`config.mk`:
```
export PLATFORM = sky130hd
export DESIGN_NAME = mult_clk_wake_ctrl
export DESIGN_NICKNAME = d
export VERILOG_FILES = /design/src/rtl/mult_clk_wake_ctrl.sv
export SDC_FILE = /design/constraint.sdc
export NUM_CORES = 1
export LEC_CHECK = 0
export CAP_MARGIN = 20
export CORE_ASPECT_RATIO = 0.6
export CORE_MARGIN = 3
export CORE_UTILIZATION = 48
export DETAILED_ROUTE_END_ITERATION = 8
export GPL_TIMING_DRIVEN = 0
export PLACE_DENSITY = 0.94
export SYNTH_ARGS = -nofsm -noshare
export SYNTH_HDL_FRONTEND = slang
export SYNTH_SLANG_ARGS = --single-unit
```
`constraint.sdc`:
```
create_clock -name clk_i -period 5.7 [get_ports clk_i]
set_input_delay 0.57 -clock clk_i [delete_from_list [all_inputs] [get_ports clk_i]]
set_output_delay 0.57 -clock clk_i [all_outputs]
set_load 0.01 [all_outputs]
```
`src/rtl/mult_clk_wake_ctrl.sv`:
```
// mult_clk_wake_ctrl
//   Multiplier-side end of the clock-gating handshake. Raises the multiplier ICG
//   enable on a multiply request and grants issue only once the gated clock has
//   run WAKE_CYCLES. The clock stays on while results are outstanding and for
//   HOLD_CYCLES idle cycles afterwards, then it is gated off again.
//
// Ports
//   clk_i                free-running core clock
//   rst_ni               asynchronous reset, active low
//   mult_req_i           issue stage holds a multiply op this cycle
//   mult_issue_i         op handed to the multiplier this cycle
//   mult_result_valid_i  multiplier retires one result this cycle
//   flush_i              pipeline flush, outstanding results are discarded
//   clk_en_o             ICG enable (registered)
//   mult_ready_o         clock stable and an in-flight slot is free (registered)
//   busy_o               controller is not OFF (registered)
//   gated_cycles_o       cycles spent with clk_en_o==0
//
// Build option
//   MULT_CLK_STATS_EN    when defined, gated_cycles_o is a saturating counter of
//                        gated cycles; otherwise it is tied to zero.
//
// state | meaning
// ------+-------------------------------------------------------------
// OFF   | multiplier clock gated, waiting for a request
// WAKE  | clock enabled, counting down the settle time, no issue yet
// ON    | clock running, tracking in-flight ops, issue allowed if a slot is free
// HOLD  | nothing in flight, clock kept on for a grace period before gating

module mult_clk_wake_ctrl #(
  parameter int WAKE_CYCLES  = 2,
  parameter int HOLD_CYCLES  = 4,
  parameter int MAX_INFLIGHT = 4
) (
  input  logic        clk_i,
  input  logic        rst_ni,
  input  logic        mult_req_i,
  input  logic        mult_issue_i,
  input  logic        mult_result_valid_i,
  input  logic        flush_i,
  output logic        clk_en_o,
  output logic        mult_ready_o,
  output logic        busy_o,
  output logic [31:0] gated_cycles_o
);

  localparam int IW = $clog2(MAX_INFLIGHT + 1);
  localparam logic [IW-1:0] MAX_CNT = IW'(MAX_INFLIGHT);

  typedef enum logic [1:0] {
    ST_OFF  = 2'd0,
    ST_WAKE = 2'd1,
    ST_ON   = 2'd2,
    ST_HOLD = 2'd3
  } state_t;

  state_t        state_q, state_d;
  logic [IW-1:0] inflight_q, inflight_d;
  logic [2:0]    wake_cnt_q, wake_cnt_d;
  logic [3:0]    hold_cnt_q, hold_cnt_d;
  logic          clk_en_q, clk_en_d;
  logic          ready_q, ready_d;
  logic          busy_q, busy_d;

  logic          inc, dec, idle;
  logic [IW-1:0] inflight_nx;

  always_comb begin
    // A result only counts if something is outstanding; an issue is only
    // accepted below the limit unless a result frees a slot the same cycle.
    dec = mult_result_valid_i && (inflight_q != '0);
    inc = mult_issue_i && ((inflight_q < MAX_CNT) || dec);
    inflight_nx = flush_i ? '0 : (inflight_q + IW'(inc) - IW'(dec));
    idle = (inflight_nx == '0) && !mult_req_i && !mult_issue_i;

    state_d    = state_q;
    inflight_d = inflight_q;
    wake_cnt_d = wake_cnt_q;
    hold_cnt_d = hold_cnt_q;
    clk_en_d   = clk_en_q;
    ready_d    = ready_q;

    case (state_q)
      ST_OFF: begin
        clk_en_d   = 1'b0;
        ready_d    = 1'b0;
        inflight_d = '0;
        if (mult_req_i) begin
          state_d    = ST_WAKE;
          clk_en_d   = 1'b1;
          wake_cnt_d = 3'(WAKE_CYCLES - 1);
        end
      end
      ST_WAKE: begin
        // Request drop and flush are ignored: the wake always completes.
        if (wake_cnt_q == '0) begin
          state_d = ST_ON;
          ready_d = 1'b1;
        end else begin
          wake_cnt_d = wake_cnt_q - 3'd1;
        end
      end
      ST_ON: begin
        inflight_d = inflight_nx;
        if (idle) begin
          if (HOLD_CYCLES != 0) begin
            state_d    = ST_HOLD;
            hold_cnt_d = 4'(HOLD_CYCLES - 1);
            ready_d    = 1'b1;
          end else begin
            state_d  = ST_OFF;
            clk_en_d = 1'b0;
            ready_d  = 1'b0;
          end
        end else begin
          ready_d = (inflight_nx < MAX_CNT);
        end
      end
      ST_HOLD: begin
        inflight_d = inflight_nx;
        if (mult_req_i || mult_issue_i) begin
          state_d    = ST_ON;
          hold_cnt_d = '0;
          ready_d    = (inflight_nx < MAX_CNT);
        end else if (hold_cnt_q == '0) begin
          state_d  = ST_OFF;
          clk_en_d = 1'b0;
          ready_d  = 1'b0;
        end else begin
          hold_cnt_d = hold_cnt_q - 4'd1;
        end
      end
      default: begin
        state_d  = ST_OFF;
        clk_en_d = 1'b0;
        ready_d  = 1'b0;
      end
    endcase

    busy_d = (state_d != ST_OFF);
  end

  always_ff @(posedge clk_i or negedge rst_ni) begin
    if (!rst_ni) begin
      state_q    <= ST_OFF;
      inflight_q <= '0;
      wake_cnt_q <= '0;
      hold_cnt_q <= '0;
      clk_en_q   <= 1'b0;
      ready_q    <= 1'b0;
      busy_q     <= 1'b0;
    end else begin
      state_q    <= state_d;
      inflight_q <= inflight_d;
      wake_cnt_q <= wake_cnt_d;
      hold_cnt_q <= hold_cnt_d;
      clk_en_q   <= clk_en_d;
      ready_q    <= ready_d;
      busy_q     <= busy_d;
    end
  end

  assign clk_en_o     = clk_en_q;
  assign mult_ready_o = ready_q;
  assign busy_o       = busy_q;

`ifdef MULT_CLK_STATS_EN
  logic [31:0] gated_q, gated_d;

  always_comb begin
    gated_d = gated_q;
    if (!clk_en_q && (gated_q != 32'hFFFF_FFFF)) begin
      gated_d = gated_q + 32'd1;
    end
  end

  always_ff @(posedge clk_i or negedge rst_ni) begin
    if (!rst_ni) begin
      gated_q <= '0;
    end else begin
      gated_q <= gated_d;
    end
  end

  assign gated_cycles_o = gated_q;
`else
  assign gated_cycles_o = 32'h0;
`endif

`ifndef SYNTHESIS
  // Issue is only legal while ready is shown.
  a_issue_when_ready : assert property (@(posedge clk_i) disable iff (!rst_ni)
    mult_issue_i |-> mult_ready_o);

  // A result with nothing outstanding is only expected as a leftover from a flush.
  a_result_underflow : assert property (@(posedge clk_i) disable iff (!rst_ni)
    (mult_result_valid_i && (inflight_q == '0)) |-> (flush_i || $past(flush_i)));

  a_ready_after_clk : assert property (@(posedge clk_i) disable iff (!rst_ni)
    $rose(mult_ready_o) |-> $past(clk_en_o));
`endif

endmodule

```
==> results.py, run 1 <==
metrics = {
    "outcome": {
        "run_status": "finished, final reports clean",
    },
    "timing": {
        "rsz0062_at_grt": "no",
        "tightest_slew_ps": 685.5,
        "hold_viol": 0,
        "max_slew_margin_pct": 54.16,
        "hold_slack_ps": 533.4,
        "fin_skew_ps": 6.386,
        "setup_slack_ps": 2596,
        "fin_crit_ps": 3104,
        "fin_crit_sh_pct": 54.45,
        "finalSetupTns_ps": 0,
        "setup_violations": 0,
        "clock.fmax_mhz": 322.2,
        "slew_violations": 0,
    },
    "placed_design": {
        "dp_slack_ps": 2377,
        "placed_cell_area_sq_um": 1408,
        "dp.cells": 203,
        "gp_congestion": 0.8244,
        "port_buffers": 7,
        "post-dp-hpwl_um": 2042,
    },
    "power_and_ir_drop": {
        "cellLeakagePower_nw": 0.7295,
        "p_total_mw": 0.5846,
        "ir_worst_vdd_mv": 0.1626,
        "power.density_nw_per_um2": 402.1,
    },
    "synth": {
        "syn-mean-instance-area_sq_um": 8.768,
        "syn-cell-area_sq_um": 1184,
        "synth_ff_type": "dfrtp_1",
        "yosys-top-cells-area": "dfrtp_1 (32%), buf_4 (20%), ha_1 (5.3%)",
        "netlist.area_leader.share_pct": 31.71,
        "yosysTopAreaCell": "dfrtp_1",
        "synth_most_common_cell": "buf_4",
        "synthesis.instances": 135,
        "ys_warn_count": 0,
        "synth_seq_area_share_pct": 31.71,
        "synth_async_sr_flop_share_pct": 100.0,
        "synth_commonest_cells": "buf_4 (32), dfrtp_1 (15), inv_1 (12)",
        "ys_ff_latch": 15,
        "synth_cell_types": 35,
        "synth_edf_count": 0,
    },
    "die": {
        "row_count": 13,
        "io_pins": 41,
        "dieArea_sq_um": 3117,
        "die_w_um": 70.11,
        "die_y_um": 44.47,
        "start_util_pct": 52.73,
        "coreArea_sq_um": 2245,
    },
    "clock_network": {
        "clk_pin_slew_worst_paths_ps": 70,
        "cts_buffers": 3,
        "post_cts_buffers": 0,
        "clock_latency_ps": 260,
        "clock_sinks": 15,
        "clockRootBuffer": "clkbuf_8",
        "cts_hold_buf": 0,
        "cts_max_level": 1,
        "post_cts_resize_count": 0,
        "tritoncts": "built",
        "clk_path_buf_depth": 2,
    },
    "worst_hold_path": {
        "min_delay_worst_endpoint": "wake_cnt_q[0]",
        "min_path_cells": 1,
        "min_from": "wake_cnt_q[0]",
        "hp-class": "flip-flop to flip-flop",
    },
    "critical_path": {
        "end_kind": "flip-flop",
        "timing.rr.end": "hold_cnt_q[3]",
        "timing.rr.start": "inflight_q[1]",
        "path_cells": "clkdlybuf4s50_1 -> o21ai_0 -> ha_1 -> inv_1 -> ha_1 -> inv_1 -> fa_1 -> nor2b_1 -> o21ai_0 -> or2_2 -> a31o_2",
        "critPathTopFamily": "adder cells",
        "slowest_stage": "clkdlybuf4s50_1",
        "r2r_cells": 10,
        "critPathMaxFanout": 7,
        "cp.depth": 11,
        "crit_required_ps": 5850,
        "path_class": "input port to flip-flop",
        "slowest_delay_ps": 660,
        "cp-start-kind": "input port",
        "critPathArrivalTime_ps": 3250,
        "path_buf_inv": 3,
        "r2r_slack_ps": 2980,
    },
    "job": {
        "maxCapViolations": 0,
    },
    "drt": {
        "drcViolationCount": 0,
        "first_pass_iters": 4,
        "avgRoutedWirePerCell_um": 12.22,
        "drt_wl_total_um": 2529,
        "ant_nets": 0,
        "drtIter0Drc": 88,
        "vias_per_cell": 4.783,
        "vias": 990,
    },
    "layout": {
        "fin_util_pct": 64.77,
        "drive_above_1_share_pct": 24.86,
        "antennaDiodeCount": 0,
        "instances_no_fill": 207,
        "syn2layout_area_growth_pct": 22.83,
        "stdcell_area_sq_um": 1454,
        "layout.nets": 190,
    },
    "global_routing": {
        "grt_max_degree": 16,
        "grt_pass1_wl_um": 4291,
        "antenna_found_initial": 0,
        "grt_pass1_vias": 935,
        "grt_usage_pct": 17.79,
        "grt.overflow.total": 0,
    },
}
metal layers:
metal	wire (um)	track usage (%)	vias to the layer above
li1	-	-	480
met1	954	20.45	453
met2	1320	32.83	50
met3	218	5.442	7
met4	36	4.962	0
met5	0	0	-
area by class of cell:
type / instances / area (sq um)
Timing Repair Buffer: 7 / 70.07
Buffer: 37 / 269.0
Sequential cell: 15 / 375.4
Tap cell: 30 / 37.54
Clock buffer: 3 / 41.29
Multi-Input combinational cell: 102 / 610.6
Inverter: 12 / 45.04
Fill cell: 193 / 790.8
Clock inverter: 1 / 5.005
how the worst max path moves through the flow:
stage | startpoint | end | slack (ps)
after floorplan | inflight_q[1] | hold_cnt_q[3] | 3160
after global placement | mult_issue_i | hold_cnt_q[2] | 2400
after detailed placement | mult_issue_i | hold_cnt_q[3] | 2380
after CTS | mult_issue_i | hold_cnt_q[3] | 2630
after global routing | mult_issue_i | hold_cnt_q[3] | 2450
final | mult_issue_i | hold_cnt_q[3] | 2600
sequential cells by signal (all words and copies together) (netlist names):
name          flops
hold_cnt_q        4
inflight_q        3
wake_cnt_q        3
state_q           2
busy_o            1
clk_en_o          1
mult_ready_o      1
placed cells by master, fill, tap and decap left out, types with 5 or more instances in the layout:
cell,Yosys,layout
buf_4,32,32
a21oi_1,9,9
nand2_1,5,5
inv_1,12,12
o21ai_0,7,7
clkdlybuf4s50_1,0,7
conb_1,1,32
nor2_1,8,8
dfrtp_1,15,15
ha_1,5,5
nor3_1,7,7
cell families (layout without fill, tap and decap cells):
logic type / after synthesis / after routing / synth area share [%]
buffers and inverters: 49 / 60 / 26.53
XOR/XNOR: 1 / 1 / 1.903
AND/OR/NAND/NOR: 32 / 32 / 13.95
adder cells (fa/ha/maj): 6 / 6 / 6.977
other: 1 / 32 / 0.3168
AO/OA/AOI/OAI: 31 / 31 / 18.61
flip-flops: 15 / 15 / 31.71
power by group:
group / switching, mW / internal (mW) / leakage (nW) / total [mW]
sequential: 0.0332 / 0.149 / 0.181 / 0.183
combinational: 0.170 / 0.142 / 0.523 / 0.313
clock: 0.0407 / 0.0486 / 0.0255 / 0.0893
total: 0.244 / 0.340 / 0.729 / 0.585
Power figures use the tool's default switching activity.
==> inputs of run 2 (changes only) <==
CORE_UTILIZATION = 45   (was 48)
PLACE_DENSITY = 0.9   (was 0.94)
clock period = 3.25 ns   (was 5.7 ns; I/O delays follow)
==> run 2 against run 1 <==
Against the previous run:
- core utilization down 2.3 points
- sequential share of layout area unchanged
- global-route usage down 2.8 points
- power up 74%
- flip-flop and latch count unchanged
- critical path depth unchanged
- clock power up 71%
==> results.py, run 2 (synthesis results as in run 1) <==
metrics = {
    "layout": {
        "fill_cells": 204,
        "layout.nets": 190,
        "largest-register": "hold_cnt_q",
        "syn2layout_area_growth_pct": 22.83,
        "drive_above_1_share_pct": 24.86,
        "antennaDiodeCount": 0,
        "layout_common_cells": "buf_4 (32), conb_1 (32), dfrtp_1 (15)",
        "largest_register_ffs": 4,
        "instances_no_fill": 207,
        "reg_top3": "hold_cnt_q x4, inflight_q x3, wake_cnt_q x3",
        "fin_util_pct": 62.51,
    },
    "power_and_ir_drop": {
        "clockPowerShare_pct": 15.1,
        "p_int_mw": 0.5963,
        "ir_worst_vdd_mv": 0.4038,
        "switchingPower_mw": 0.4216,
        "pwr-share-comb_pct": 53.7,
        "cellLeakagePower_nw": 0.7295,
        "switching_share_pct": 41.42,
        "power.density_nw_per_um2": 700.2,
        "sequentialPowerShare_pct": 31.2,
    },
    "die": {
        "row_count": 13,
        "die_w_um": 72.21,
        "die_y_um": 45.73,
        "start_util_pct": 50.89,
        "dieArea_sq_um": 3302,
        "io_pins": 41,
        "coreArea_sq_um": 2326,
    },
    "placed_design": {
        "port_buffers": 7,
        "post-dp-hpwl_um": 1944,
        "gp_congestion": 0.8801,
        "dp_slack_ps": 124.1,
        "dp.cells": 203,
    },
    "critical_path": {
        "path_cells": "clkdlybuf4s50_1 -> o21ai_0 -> ha_1 -> inv_1 -> ha_1 -> inv_1 -> fa_1 -> nor2b_1 -> o21ai_0 -> or2_2 -> a31o_2",
        "end_kind": "flip-flop",
        "path_class": "input port to flip-flop",
        "slowest_delay_ps": 670,
        "critPathArrivalTime_ps": 3050,
        "critPathMaxFanout": 7,
        "cp-start-kind": "input port",
        "crit_required_ps": 3390,
        "slowest_stage": "clkdlybuf4s50_1",
    },
    "clock_network": {
        "clk_path_buf_depth": 2,
        "post_cts_buffers": 0,
        "cts_hold_buf": 0,
        "clk_pin_slew_worst_paths_ps": 60,
        "clock_latency_ps": 260,
        "cts_max_level": 1,
        "cts_buffers": 3,
        "tritoncts": "built",
        "clock_sinks": 15,
        "clockRootBuffer": "clkbuf_8",
        "post_cts_resize_count": 0,
    },
    "timing": {
        "max_slew_margin_pct": 54.26,
        "hold_slack_ps": 484.2,
        "tightest_slew_ps": 683.9,
        "clock.fmax_mhz": 344.5,
        "fin_crit_sh_pct": 89.32,
        "fin_crit_ps": 2903,
        "hold_viol": 0,
        "slew_violations": 0,
        "finalSetupTns_ps": 0,
        "fin_skew_ps": 5.141,
        "setup_slack_ps": 347.2,
        "setup_violations": 0,
        "rsz0062_at_grt": "no",
    },
    "drt": {
        "avgRoutedWirePerCell_um": 11.49,
        "vias_per_cell": 4.705,
        "drcViolationCount": 0,
        "drtIter0Drc": 68,
        "ant_nets": 0,
        "first_pass_iters": 4,
        "vias": 974,
        "drt_wl_total_um": 2378,
    },
    "global_routing": {
        "grt_max_degree": 16,
        "grt_pass1_vias": 769,
        "grt_usage_pct": 15.01,
        "antenna_found_initial": 0,
        "grt.overflow.total": 0,
        "grt_pass1_wl_um": 3594,
    },
    "worst_hold_path": {
        "hp-class": "input port to asynchronous set/reset pin",
    },
    "job": {
        "maxCapViolations": 0,
    },
    "outcome": {
        "run_status": "finished, final reports clean",
    },
}
==> run 2: cell type report <==
cell class | count | area [sq um] | area share, %
clock buffers | 3 | 41.29 | 2.840
repair buffers | 7 | 70.07 | 4.819
plain buffers | 37 | 269.0 | 18.50
clock inverters | 1 | 5.005 | 0.3442
well taps | 30 | 37.54 | 2.582
inverters | 12 | 45.04 | 3.098
flip-flops and latches | 15 | 375.4 | 25.82
multi-input cells | 102 | 610.6 | 42.00
==> run 2: per-stage QoR <==
stage,total power [mW],instance area [sq um]
2_1_floorplan,0.7258,1300
3_3_place_gp,0.8270,1408
3_5_place_dp,0.8581,1408
4_1_cts,1.018,1454
5_1_grt,1.104,1454
6_report,1.018,1454
==> run 2: metal layers <==
metal  GRT usage (%)  vias to the layer above  share of wire, %
li1                -                      487                 -
met1           19.32                      430                44
met2           22.24                       51                45
met3           5.507                        6               8.9
met4           7.865                        0               1.7
met5               0                        -                 0
==> run 2: worst max-delay path: cells and delay by family <==
kind,cells,cell delay [ps]
and+or+nand+nor,2,490
AOI/OAI and AO/OA,3,530
adders and majority gates,3,920
buffers and inverters,3,770
==> run 2: final timing paths <==
| path | from | endpoint | slack [ps] | cells after the start |
|---|---|---|---|---|
| worst max-delay path | mult_issue_i | hold_cnt_q[2] | 350 | 11 |
| worst min-delay path | rst_ni | hold_cnt_q[3] | 480 | 1 |
| worst max register to register | inflight_q[1] | hold_cnt_q[2] | 510 | 10 |
| worst min register to register | wake_cnt_q[0] | wake_cnt_q[0] | 510 | 1 |
| max in group asynchronous | rst_ni | hold_cnt_q[2] | 2330 | 1 |
| min in group clk_i | wake_cnt_q[0] | wake_cnt_q[0] | 510 | 1 |
==> run 2: power groups by stage <==
stage	Sequential, mW	Combinational (mW)	Clock, mW
floorplan	0.316	0.410	0
global placement	0.316	0.511	0
detailed placement	0.322	0.536	0
CTS	0.319	0.539	0.160
global route	0.330	0.606	0.168
finish	0.318	0.547	0.153
